--- config.mk ---
export PLATFORM = sky130hd
export DESIGN_NAME = jtframe_dump_ctrl
export DESIGN_NICKNAME = d
export VERILOG_FILES = /design/src/rtl/jtframe_dump_ctrl.sv
export SDC_FILE = /design/constraint.sdc
export NUM_CORES = 1
export LEC_CHECK = 0
export CORE_ASPECT_RATIO = 0.75
export CORE_UTILIZATION = 49
export DETAILED_ROUTE_END_ITERATION = 8
export PLACE_DENSITY = 0.81
export SYNTH_ARGS = -nofsm -noshare
export SYNTH_HDL_FRONTEND = slang
export SYNTH_SLANG_ARGS = --single-unit
export TNS_END_PERCENT = 5
--- constraint.sdc ---
create_clock -name clk -period 5.5 [get_ports clk]
set_input_delay 1.1 -clock clk [delete_from_list [all_inputs] [get_ports clk]]
set_output_delay 1.1 -clock clk [all_outputs]
set_load 0.02 [all_outputs]
--- src/rtl/jtframe_dump_ctrl.sv ---
// Frame-counting capture-window controller: opens an N-frame dump window on a frame number or download end.
// Optional macro JTFRAME_DUMP_SYNC_EN adds 2-flop synchronisers on vs/led, adding 2 clk of edge latency.
module jtframe_dump_ctrl #(
  parameter int CW      = 32,
  parameter int CH      = 4,
  parameter int HOLDOFF = 20000
) (
  input  logic          rst,
  input  logic          clk,
  input  logic          vs,
  input  logic          led,
  input  logic          arm,
  input  logic          abort,
  input  logic          mode,
  input  logic [CW-1:0] start_frame,
  input  logic [CW-1:0] len_frames,
  input  logic [CH-1:0] ch_mask,
  output logic [CW-1:0] frame_cnt,
  output logic [CH-1:0] dump_en,
  output logic          dump_on,
  output logic          dump_off,
  output logic          busy,
  output logic          done
);
  localparam int            HW       = (HOLDOFF > 0) ? $clog2(HOLDOFF + 1) : 1;
  localparam logic [HW-1:0] HOLD_MAX = HW'(HOLDOFF);

  typedef enum logic [1:0] {S_IDLE, S_ARMED, S_DUMPING, S_DONE} state_t;

  state_t        state_q, state_d;
  logic          vs_i, led_i;
  logic          vs_l_q, led_l_q;
  logic          vs_fall, led_fall;
  logic [HW-1:0] hold_cnt_q, hold_cnt_d;
  logic          hold_ok;
  logic [CW-1:0] frame_cnt_q, frame_cnt_d;
  logic          mode_q, mode_d;
  logic [CW-1:0] start_q, start_d;
  logic [CW-1:0] len_q, len_d;
  logic [CH-1:0] mask_q, mask_d;
  logic [CW-1:0] rem_q, rem_d;
  logic          arm_ok, trig, close;
  logic [CH-1:0] dump_en_q, dump_en_d;
  logic          dump_on_q, dump_on_d;
  logic          dump_off_q, dump_off_d;
  logic          busy_q, busy_d;
  logic          done_q, done_d;

`ifdef JTFRAME_DUMP_SYNC_EN
  logic [1:0] vs_sync_q, led_sync_q;

  // Synchronisers reset to the idle levels so reset release never looks like an edge
  always_ff @(posedge clk or posedge rst) begin
    if (rst) begin
      vs_sync_q  <= 2'b11;
      led_sync_q <= 2'b00;
    end else begin
      vs_sync_q  <= {vs_sync_q[0], vs};
      led_sync_q <= {led_sync_q[0], led};
    end
  end

  assign vs_i  = vs_sync_q[1];
  assign led_i = led_sync_q[1];
`else
  assign vs_i  = vs;
  assign led_i = led;
`endif

  assign vs_fall  = vs_l_q & ~vs_i;
  assign led_fall = led_l_q & ~led_i;
  assign hold_ok  = (hold_cnt_q == HOLD_MAX);

  assign arm_ok = arm && ((state_q == S_IDLE) || (state_q == S_DONE));
  // Frame trigger compares against the count before this fall increments it
  assign trig   = (state_q == S_ARMED) &&
                  ((!mode_q && vs_fall && (frame_cnt_q == start_q)) ||
                   ( mode_q && led_fall && hold_ok));
  assign close  = (state_q == S_DUMPING) && vs_fall && (rem_q == CW'(1));

  // State register
  always_ff @(posedge clk or posedge rst) begin
    if (rst) state_q <= S_IDLE;
    else     state_q <= state_d;
  end

  // Next-state logic: abort beats trigger/close, which beat arm
  always_comb begin
    state_d = state_q;
    case (state_q)
      S_IDLE:    if (arm) state_d = S_ARMED;
      S_ARMED: begin
        if (abort)     state_d = S_IDLE;
        else if (trig) state_d = S_DUMPING;
      end
      S_DUMPING: begin
        if (abort)      state_d = S_IDLE;
        else if (close) state_d = S_DONE;
      end
      S_DONE:    if (arm) state_d = S_ARMED;
      default:   state_d = S_IDLE;
    endcase
  end

  // Output logic, registered below so every output changes on the deciding edge
  always_comb begin
    dump_on_d  = (state_q == S_ARMED) && (state_d == S_DUMPING);
    dump_off_d = (state_q == S_DUMPING) && (state_d != S_DUMPING);
    dump_en_d  = dump_en_q;
    if (dump_on_d)       dump_en_d = mask_q;
    else if (dump_off_d) dump_en_d = '0;
    busy_d     = (state_d == S_ARMED) || (state_d == S_DUMPING);
    done_d     = (state_d == S_DONE);
  end

  always_comb begin
    frame_cnt_d = vs_fall ? frame_cnt_q + CW'(1) : frame_cnt_q;
    hold_cnt_d  = hold_ok ? hold_cnt_q : hold_cnt_q + HW'(1);
    mode_d      = arm_ok ? mode        : mode_q;
    start_d     = arm_ok ? start_frame : start_q;
    len_d       = arm_ok ? len_frames  : len_q;
    mask_d      = arm_ok ? ch_mask     : mask_q;
    rem_d       = rem_q;
    // A zero length never decrements, keeping the window open until abort
    if (dump_on_d)
      rem_d = len_q;
    else if ((state_q == S_DUMPING) && vs_fall && (rem_q != '0))
      rem_d = rem_q - CW'(1);
  end

  always_ff @(posedge clk or posedge rst) begin
    if (rst) begin
      vs_l_q      <= 1'b1;
      led_l_q     <= 1'b0;
      hold_cnt_q  <= '0;
      frame_cnt_q <= '0;
      mode_q      <= 1'b0;
      start_q     <= '0;
      len_q       <= '0;
      mask_q      <= '0;
      rem_q       <= '0;
      dump_en_q   <= '0;
      dump_on_q   <= 1'b0;
      dump_off_q  <= 1'b0;
      busy_q      <= 1'b0;
      done_q      <= 1'b0;
    end else begin
      vs_l_q      <= vs_i;
      led_l_q     <= led_i;
      hold_cnt_q  <= hold_cnt_d;
      frame_cnt_q <= frame_cnt_d;
      mode_q      <= mode_d;
      start_q     <= start_d;
      len_q       <= len_d;
      mask_q      <= mask_d;
      rem_q       <= rem_d;
      dump_en_q   <= dump_en_d;
      dump_on_q   <= dump_on_d;
      dump_off_q  <= dump_off_d;
      busy_q      <= busy_d;
      done_q      <= done_d;
    end
  end

  assign frame_cnt = frame_cnt_q;
  assign dump_en   = dump_en_q;
  assign dump_on   = dump_on_q;
  assign dump_off  = dump_off_q;
  assign busy      = busy_q;
  assign done      = done_q;

endmodule

# Yosys cells after proc, flatten, opt, wreduce, memory -nomap -nowiden
# Index checks and enable logic that the tools add are counted.
# totals
register_bits	160
latch_bits	0
mem_bits_rw	0
romBits	0
input_bits	75
wordCells	62
mem_count	0
# op_classes
addsub	3
multipliers	0
div	0
n_lt_le_gt_ge	0
n_eq_ne	10
shift	0
n_mux	10
n_bitwise	4
reduce_logical	20
# op_table
cell	n
32-bit two-way mux	2
32-bit by 1-bit adder with 32-bit output (second input constant)	1
32-bit by 1-bit == test with 1-bit output (second input constant)	1
32-bit == test	1
32-bit nonzero test	1
32-bit by 1-bit subtractor with 32-bit output (second input constant)	1
15-bit by 1-bit adder with 15-bit output (second input constant)	1
15-bit == test (second input constant)	1
1-bit logical AND	11
2-bit two-way mux	5
2-bit == test (second input constant)	4
4-bit two-way mux	2
2-bit one-hot mux with 3 select lines	1
2-bit by 1-bit == test with 1-bit output (second input constant)	2
2-bit nonzero test	2
1-bit logical OR	3
1-bit bitwise AND	2
2-bit logical NOT	1
2-bit != test (second input constant)	1
1-bit NOT	2
2-bit OR reduction	1
1-bit logical NOT	1

# Longest topological paths before layout
# Gate-level depths: netlist of the first run.
# logic_depth
depth_word	13
mapped_depth	14
ltp_nobuf	12

# Worst setup path after synthesis of the first run
# OpenSTA, ideal clock, no wires.
# synth_path
path_type	register to register
start	register rem_q[19]
end	register rem_q[14]
setup_ns	0.082
arrival_ns	3.112
slack_ns	2.306
stages_incl_launch_ff	14
n_path_buf	4
period_less_slack_ns	3.194
path_cell_list	dfrtp_1 or4_1 buf_2 or3_4 buf_6 o41ai_1 o21a_1 a21oi_1 ha_1 nand2_1 clkbuf_1 clkbuf_1 nor2_1 a31oi_1
# synth_via
elab_chain_cells	8
elab_cells_between_ends	11
# synth_lines
element	line	text
start: declaration	41	logic [CW-1:0] rem_q, rem_d;
start signal: assignment	156	rem_q <= rem_d;
32-bit by 1-bit == test with 1-bit output	79	assign close = (state_q == S_DUMPING) && vs_fall && (rem_q == CW'(1));
1-bit logical AND	79	
2-bit two-way mux	98	else if (close) state_d = S_DONE;
2-bit two-way mux	97	if (abort) state_d = S_IDLE;
2-bit one-hot mux with 3 select lines	90	case (state_q)
2-bit == test	107	dump_on_d = (state_q == S_ARMED) && (state_d == S_DUMPING);
1-bit logical AND	107	
32-bit two-way mux or 2-bit nonzero test (tied branches)	--	
# Several ways; a longest one is shown, not always the timed one.
# A chain may end at the register's enable or synchronous reset.

# Final worst setup path of the first run
# layout_path
start	input vs
end	register rem_q[8]
# layout_via
elab_chain_cells	12
elab_cells_between_ends	18
# layout_lines
element	line	text
start: declaration	10	input logic vs,
1-bit NOT (*)	70	assign vs_fall = vs_l_q & ~vs_i;
1-bit bitwise AND (*)	70	
1-bit logical AND (2 in series)	77	((!mode_q && vs_fall && (frame_cnt_q == start_q)) ||
1-bit logical OR	77	
1-bit logical AND	76	assign trig = (state_q == S_ARMED) &&
2-bit two-way mux	94	else if (trig) state_d = S_DUMPING;
2-bit two-way mux	93	if (abort) state_d = S_IDLE;
2-bit one-hot mux with 3 select lines	90	
2-bit == test	107	
1-bit logical AND	107	
32-bit two-way mux or 2-bit nonzero test (tied branches)	--	
# Every way passes the cells marked *; elsewhere a longest branch is shown, timed or not.

==> impl_metrics.ini, run 1 <==
[critical_path]
path_buf_inv = 3
ff2ff_path_depth = 11
required_ps = 5860
crit_path_start_kind = input pin
crit_chain = clkdlybuf4s50_1 -> and3b_1 -> nand4_1 -> o41ai_1 -> o21a_1 -> a21oi_1 -> ha_1 -> nand2_1 -> buf_4 -> inv_2 -> or4_1 -> nand3_1
arrival_ps = 4350
cp_slowest_cell = or4_1
critPathCaptureType = register
worstSetupPathType = input pin to register
critPathTopFamily = simple AND/OR/NAND/NOR gates
r2r-end = rem_q[8]$_DFFE_PP0P_
critPathMaxFanout = 47
rr_startpoint = rem_q[19]$_DFFE_PP0P_
r2r_slack_ps = 1590
slowest_delay_ps = 560

[clock_network]
numCtsBuffers = 17
post_cts_buffers = 0
cts_root_buf = clkbuf_16
clk_latency_ps = 420
postCtsHoldBufs = 0
cts_buffer_depth = 2
cts_tree = built
htreeDepth = 4
clkSlewWorstSetupHoldPaths_ps = 60
clock_sinks = 160
cts_resized = 0

[yosys]
yosys.area.top_type_share_pct = 52.7
synth_top_family_by_area = simple AND/OR/NAND/NOR gates
yosys.area_share.simple_pct = 15.6
muxShareOfSynthArea_pct = 10.4
synth_xor_area_share_pct = 10.1
async_flop_share_pct = 100
synth_edf_count = 0
syn_area_um2 = 7550
synth-compound-area-share_pct = 7.04
synth_common_cells = dfrtp_1 (159), mux2_2 (70), xnor2_1 (70), nor2_1 (44), nand2_1 (39)
synthTopCellsByArea = dfrtp_1 (53%), mux2_2 (10%), xnor2_1 (8.1%)
ys_seq_area_share_pct = 53.0
yosysMostFrequentCell = dfrtp_1
synth_seq_cells = 160
post_synth.cell_area_avg_um2 = 11.4
yosys.cell_types.count = 53
syn_inst = 664
synthAdderAreaFrac_pct = 1.66
yosys_warnings = 0
synth_top_area_cell = dfrtp_1
synth_fp_nets = 749
synthFlopType = dfrtp_1

[job]
cap_violations = 0

[drt]
via_count = 5677
drc = 0
via_per_inst = 5.72
route.met3.wl_um = 992
drtIter0Drc = 331
wl_met2_mm = 8.36
ant_nets = 0
drt-pass1-iter-count = 5
drt-met1-wl_mm = 8.55
wl_mm = 18.2
highest_layer = met4
wl_per_cell_um = 18.3

[cells_and_area]
drive_gt1_share_pct = 15.2
nets = 865
instances_no_fill = 992
num_antenna_cells = 0
syn_to_final_growth_pct = 25.9

[pwr]
internal-power_w = 0.00246
p_leak_nw = 3.99
max-vdd-ir-drop_mv = 0.223
power_density_nw_per_um2 = 359
power_frac_clock_pct = 35.7
p_sw_share_pct = 28.0
seqPwrFrac_pct = 45.5
p_comb_share_pct = 18.8
p_sw_w = 0.000956

[worst_hold_path]
hold_depth = 1
hold_end = hold_cnt_q[14]$_DFFE_PP0P_
min_path_type = register to register
hp-start = hold_cnt_q[14]$_DFFE_PP0P_

[sta]
finalCriticalPeriod_ps = 3990
worst_pin_slew_ps = 936
setup_tns_ps = 0
hold_viol = 0
slew_violations = 0
finalClockSkew_ps = 17.0
fmax_mhz = 251
setup_viol = 0
rsz0062_at_grt = no
fin_crit_sh_pct = 72.5
slew_headroom_pct = 37.6
worst_slack_ps = 1510

[outcome]
status = complete, no violations

[global_route]
grt_use_total_pct = 24.0
grt_pass1_vias = 5720
grt_pass1_wl_mm = 29.7
antenna_found_initial = 0
overflow = 0
grt_max_degree = 106

[floorplanning]
initial_core_util_pct = 51.2
core_area_um2 = 14700
die-area_um2 = 15900
std_cell_rows = 38
die_x_um = 145
io-pin-count = 115
fp.dieH_um = 110

[placement]
numPortBuffers = 114
globalplace.congestion = 0.905
dp_hpwl_mm = 12.8
place_ws_ps = 1150
dp_cells = 961
logic make-up (layout without fill, tap and decap cells):
| logic type | after synthesis | in the layout |
|---|---|---|
| and+or+nand+nor | 215 | 215 |
| muxes | 70 | 70 |
| DFF | 160 | 160 |
| adders and majority gates | 10 | 10 |
| buffers and inverters | 41 | 169 |
| xor gates and xnor gates | 87 | 87 |
| AOI/OAI and AO/OA | 81 | 81 |
per-layer routing:
layer / global-route usage (%) / up-vias
li1: - / 2624
met1: 34.0 / 2843
met2: 37.1 / 190
met3: 4.81 / 20
met4: 8.65 / 0
met5: 0 / -
cell type report:
type / count / area (µm²)
clock buffers: 17 / 425
clock inverters: 14 / 180
fillers: 1130 / 5230
inverters: 17 / 68.8
multi-input cells: 463 / 3380
flip-flops and latches: 160 / 4010
well taps: 200 / 250
repair buffers: 121 / 1190
cell usage in the layout (no fill, tap or decap), drive strengths merged, types with 10 or more instances in the layout:
cell and instances:
nor2 44, a31oi 23, dfrtp 159, or4 12, o21ai 22, clkbuf 17, mux2 70, or3 16
inv 22, ha 10, nor4 11, nand4 22, nor3 10, xor2 17, xnor2 70, nand2 39
clkdlybuf4s50 114, nand3 23
worst max path at each step:
| stage | startpoint | endpoint | slack (ps) | cells after the start |
|---|---|---|---|---|
| finish | vs | rem_q[8]$_DFFE_PP0P_ | 1510 | 12 |
| global route | vs | rem_q[8]$_DFFE_PP0P_ | 1230 | 12 |
| CTS | vs | rem_q[8]$_DFFE_PP0P_ | 1560 | 12 |
| detailed placement | vs | rem_q[8]$_DFFE_PP0P_ | 1150 | 12 |
| global placement | vs | rem_q[8]$_DFFE_PP0P_ | 1270 | 12 |
| floorplan | rst | busy$_DFF_PP0_ | 80 | 1 |
through the flow:
step | utilization (%) | hold slack (ps) | total power, W | cell area (µm²)
final | 64.5 | 474 | 0.00341 | 9510
after global routing | 64.5 | 507 | 0.00355 | 9510
after CTS | 64.5 | 481 | 0.00342 | 9510
after detailed placement | 60.4 | 465 | 0.00221 | 8900
after global placement | 60.4 | 453 | 0.00217 | 8900
after floorplan | - | 435 | 0.00195 | 7550
power groups by stage:
stage          combinational [W]  sequential (W)  clock (W)
3_5_place_dp            0.000637         0.00157          0
5_1_grt                 0.000690         0.00158    0.00129
6_report                0.000642         0.00155    0.00122
3_3_place_gp            0.000613         0.00156          0
2_1_floorplan           0.000409         0.00154          0
4_1_cts                 0.000645         0.00155    0.00122
sequential cells by signal, summed over array words and instances (netlist names), 2 cells and up:
| register | count |
|---|---|
| state_q | 2 |
| frame_cnt | 32 |
| start_q | 32 |
| rem_q | 32 |
| dump_en | 4 |
| hold_cnt_q | 15 |
| len_q | 32 |
| mask_q | 4 |
No activity file was read; power rests on OpenSTA's default activity.
==> run 2, diff against run 1 <==
--- a/config.mk
+++ b/config.mk
@@ -6,9 +6,9 @@
 export NUM_CORES = 1
 export LEC_CHECK = 0
 export CORE_ASPECT_RATIO = 0.75
-export CORE_UTILIZATION = 49
+export CORE_UTILIZATION = 53
 export DETAILED_ROUTE_END_ITERATION = 8
-export PLACE_DENSITY = 0.81
+export PLACE_DENSITY = 0.84
 export SYNTH_ARGS = -nofsm -noshare
 export SYNTH_HDL_FRONTEND = slang
 export SYNTH_SLANG_ARGS = --single-unit
==> constraint.sdc (replaced) <==
create_clock -name clk -period 4 [get_ports clk]
set_input_delay 0.8 -clock clk [delete_from_list [all_inputs] [get_ports clk]]
set_output_delay 0.8 -clock clk [all_outputs]
set_load 0.02 [all_outputs]
==> impl_metrics.ini, run 2 (same netlist as run 1, synthesis figures left out) <==
[outcome]
status = complete, no violations

[global_route]
grt_pass1_wl_mm = 30.7
antenna_found_initial = 0
overflow = 0
grt_max_degree = 70
grt_use_total_pct = 26.8
grt_pass1_vias = 5967

[cells_and_area]
seq_area_um2 = 4010
layout_commonest_cell = dfrtp_1
multiInputGateArea_um2 = 3380
syn_to_final_growth_pct = 26.2
nets = 868
postLayoutCoreUtil_pct = 69.1
num_antenna_cells = 0
layout.cells.most_common_list = dfrtp_1 (159), clkdlybuf4s50_1 (114), xnor2_1 (70), mux2_2 (70), nor2_1 (44)
drive_gt1_share_pct = 15.6
n_fill_cell = 940

[sta]
finalCriticalPeriod_ps = 3560
setup_viol = 0
worst_pin_slew_ps = 1140
slew_headroom_pct = 24.1
whs_ps = 461
hold_viol = 0
slew_violations = 0
setup_tns_ps = 0
rsz0062_at_grt = no
fin_crit_sh_pct = 89.0
fmax_mhz = 281
finalClockSkew_ps = 14.4

[clock_network]
clk_latency_ps = 430
htreeDepth = 4
cts_root_buf = clkbuf_16
postCtsHoldBufs = 0
cts_tree = built
post_cts_buffers = 0
clkSlewWorstSetupHoldPaths_ps = 60
clock_sinks = 160
cts_resized = 0
numCtsBuffers = 17
cts_buffer_depth = 2

[pwr]
max-vdd-ir-drop_mv = 0.293
p_leak_nw = 4.01
power_density_nw_per_um2 = 492

[floorplanning]
die-area_um2 = 14700
initial_core_util_pct = 54.7
std_cell_rows = 37
io-pin-count = 115
die_x_um = 140
fp.dieH_um = 105
core_area_um2 = 13800

[drt]
wl_per_cell_um = 19.2
drc = 0
wl_mm = 18.6
drtIter0Drc = 444
ant_nets = 0
drt-pass1-iter-count = 5
via_count = 5821
via_per_inst = 5.99

[critical_path]
arrival_ps = 3860
critPathCaptureType = register
crit_path_start_kind = register
r2r_slack_ps = 440
critPathMaxFanout = 46
ff2ff_path_depth = 11
worstSetupPathType = register to register
r2r-end = rem_q[8]$_DFFE_PP0P_
required_ps = 4300
rr_startpoint = rem_q[19]$_DFFE_PP0P_

[worst_hold_path]
hold_end = hold_cnt_q[11]$_DFFE_PP0P_
hp-start = hold_cnt_q[11]$_DFFE_PP0P_
min_path_type = register to register
hold_depth = 1

[placement]
numPortBuffers = 114
dp_hpwl_mm = 12.9
globalplace.congestion = 0.932

[job]
cap_violations = 0
-- run 2: cell types whose count changed in the layout (fill, tap and decap cells not counted), sizes merged --
| cell | change |
|---|---|
| buf | +3 |
| bufinv | -1 |
| clkinv | -2 |
| clkinvlp | +3 |
| inv | +1 |
-- run 2: area by class of cell --
type / instances / share of cell area [%]
clock inverter: 15 / 1.83
inverter: 17 / 0.709
clock buffer: 17 / 4.46
tap: 175 / 2.30
sequential: 160 / 42.0
multi-input combinational: 463 / 35.5
timing repair buffer: 124 / 13.2
-- run 2: how the worst max path moves through the flow --
stage                                startpoint               endpoint  slack (ps)
final                     rem_q[19]$_DFFE_PP0P_   rem_q[8]$_DFFE_PP0P_         440
after global routing      rem_q[19]$_DFFE_PP0P_   rem_q[8]$_DFFE_PP0P_         260
after CTS                 rem_q[19]$_DFFE_PP0P_   rem_q[8]$_DFFE_PP0P_         550
after detailed placement                     vs   rem_q[8]$_DFFE_PP0P_         380
after global placement                       vs   rem_q[8]$_DFFE_PP0P_         600
after floorplan           rem_q[19]$_DFFE_PP0P_  rem_q[14]$_DFFE_PP0P_         810
-- run 2: metrics by stage --
stage	cell area [µm²]	total power, W	std cells	worst slack, ps
floorplan	7550	0.00268	664	806
global placement	8930	0.00299	939	600
detailed placement	8930	0.00304	939	377
CTS	9530	0.00470	971	550
global route	9530	0.00487	971	263
finish	9530	0.00469	971	440
-- run 2: where the power goes --
| part | switching, W | total [W] | internal [W] |
|---|---|---|---|
| combinational | 0.000408 | 0.000898 | 0.000490 |
| clock | 0.000713 | 0.00165 | 0.000939 |
| sequential | 0.000234 | 0.00214 | 0.00190 |
-- run 2: layer usage --
| metal | up-vias | track usage [%] | wire length, µm |
|---|---|---|---|
| met1 | 2902 | 36.9 | 8230 |
| li1 | 2623 | - | - |
| met5 | - | 0 | 0 |
| met2 | 254 | 41.4 | 8710 |
| met4 | 0 | 9.97 | 421 |
| met3 | 42 | 6.41 | 1240 |
-- run 2: worst max-delay path, cell delays in order (launching register included) --
cell and delay [ps]:
dfrtp_1 440, or4_1 690, or3_4 510, nor4_1 360, a2bb2oi_1 130, o21ai_0 190
ha_1 250, nand2_1 80, buf_4 290, and2_1 240, a22oi_1 170, nand3_1 90
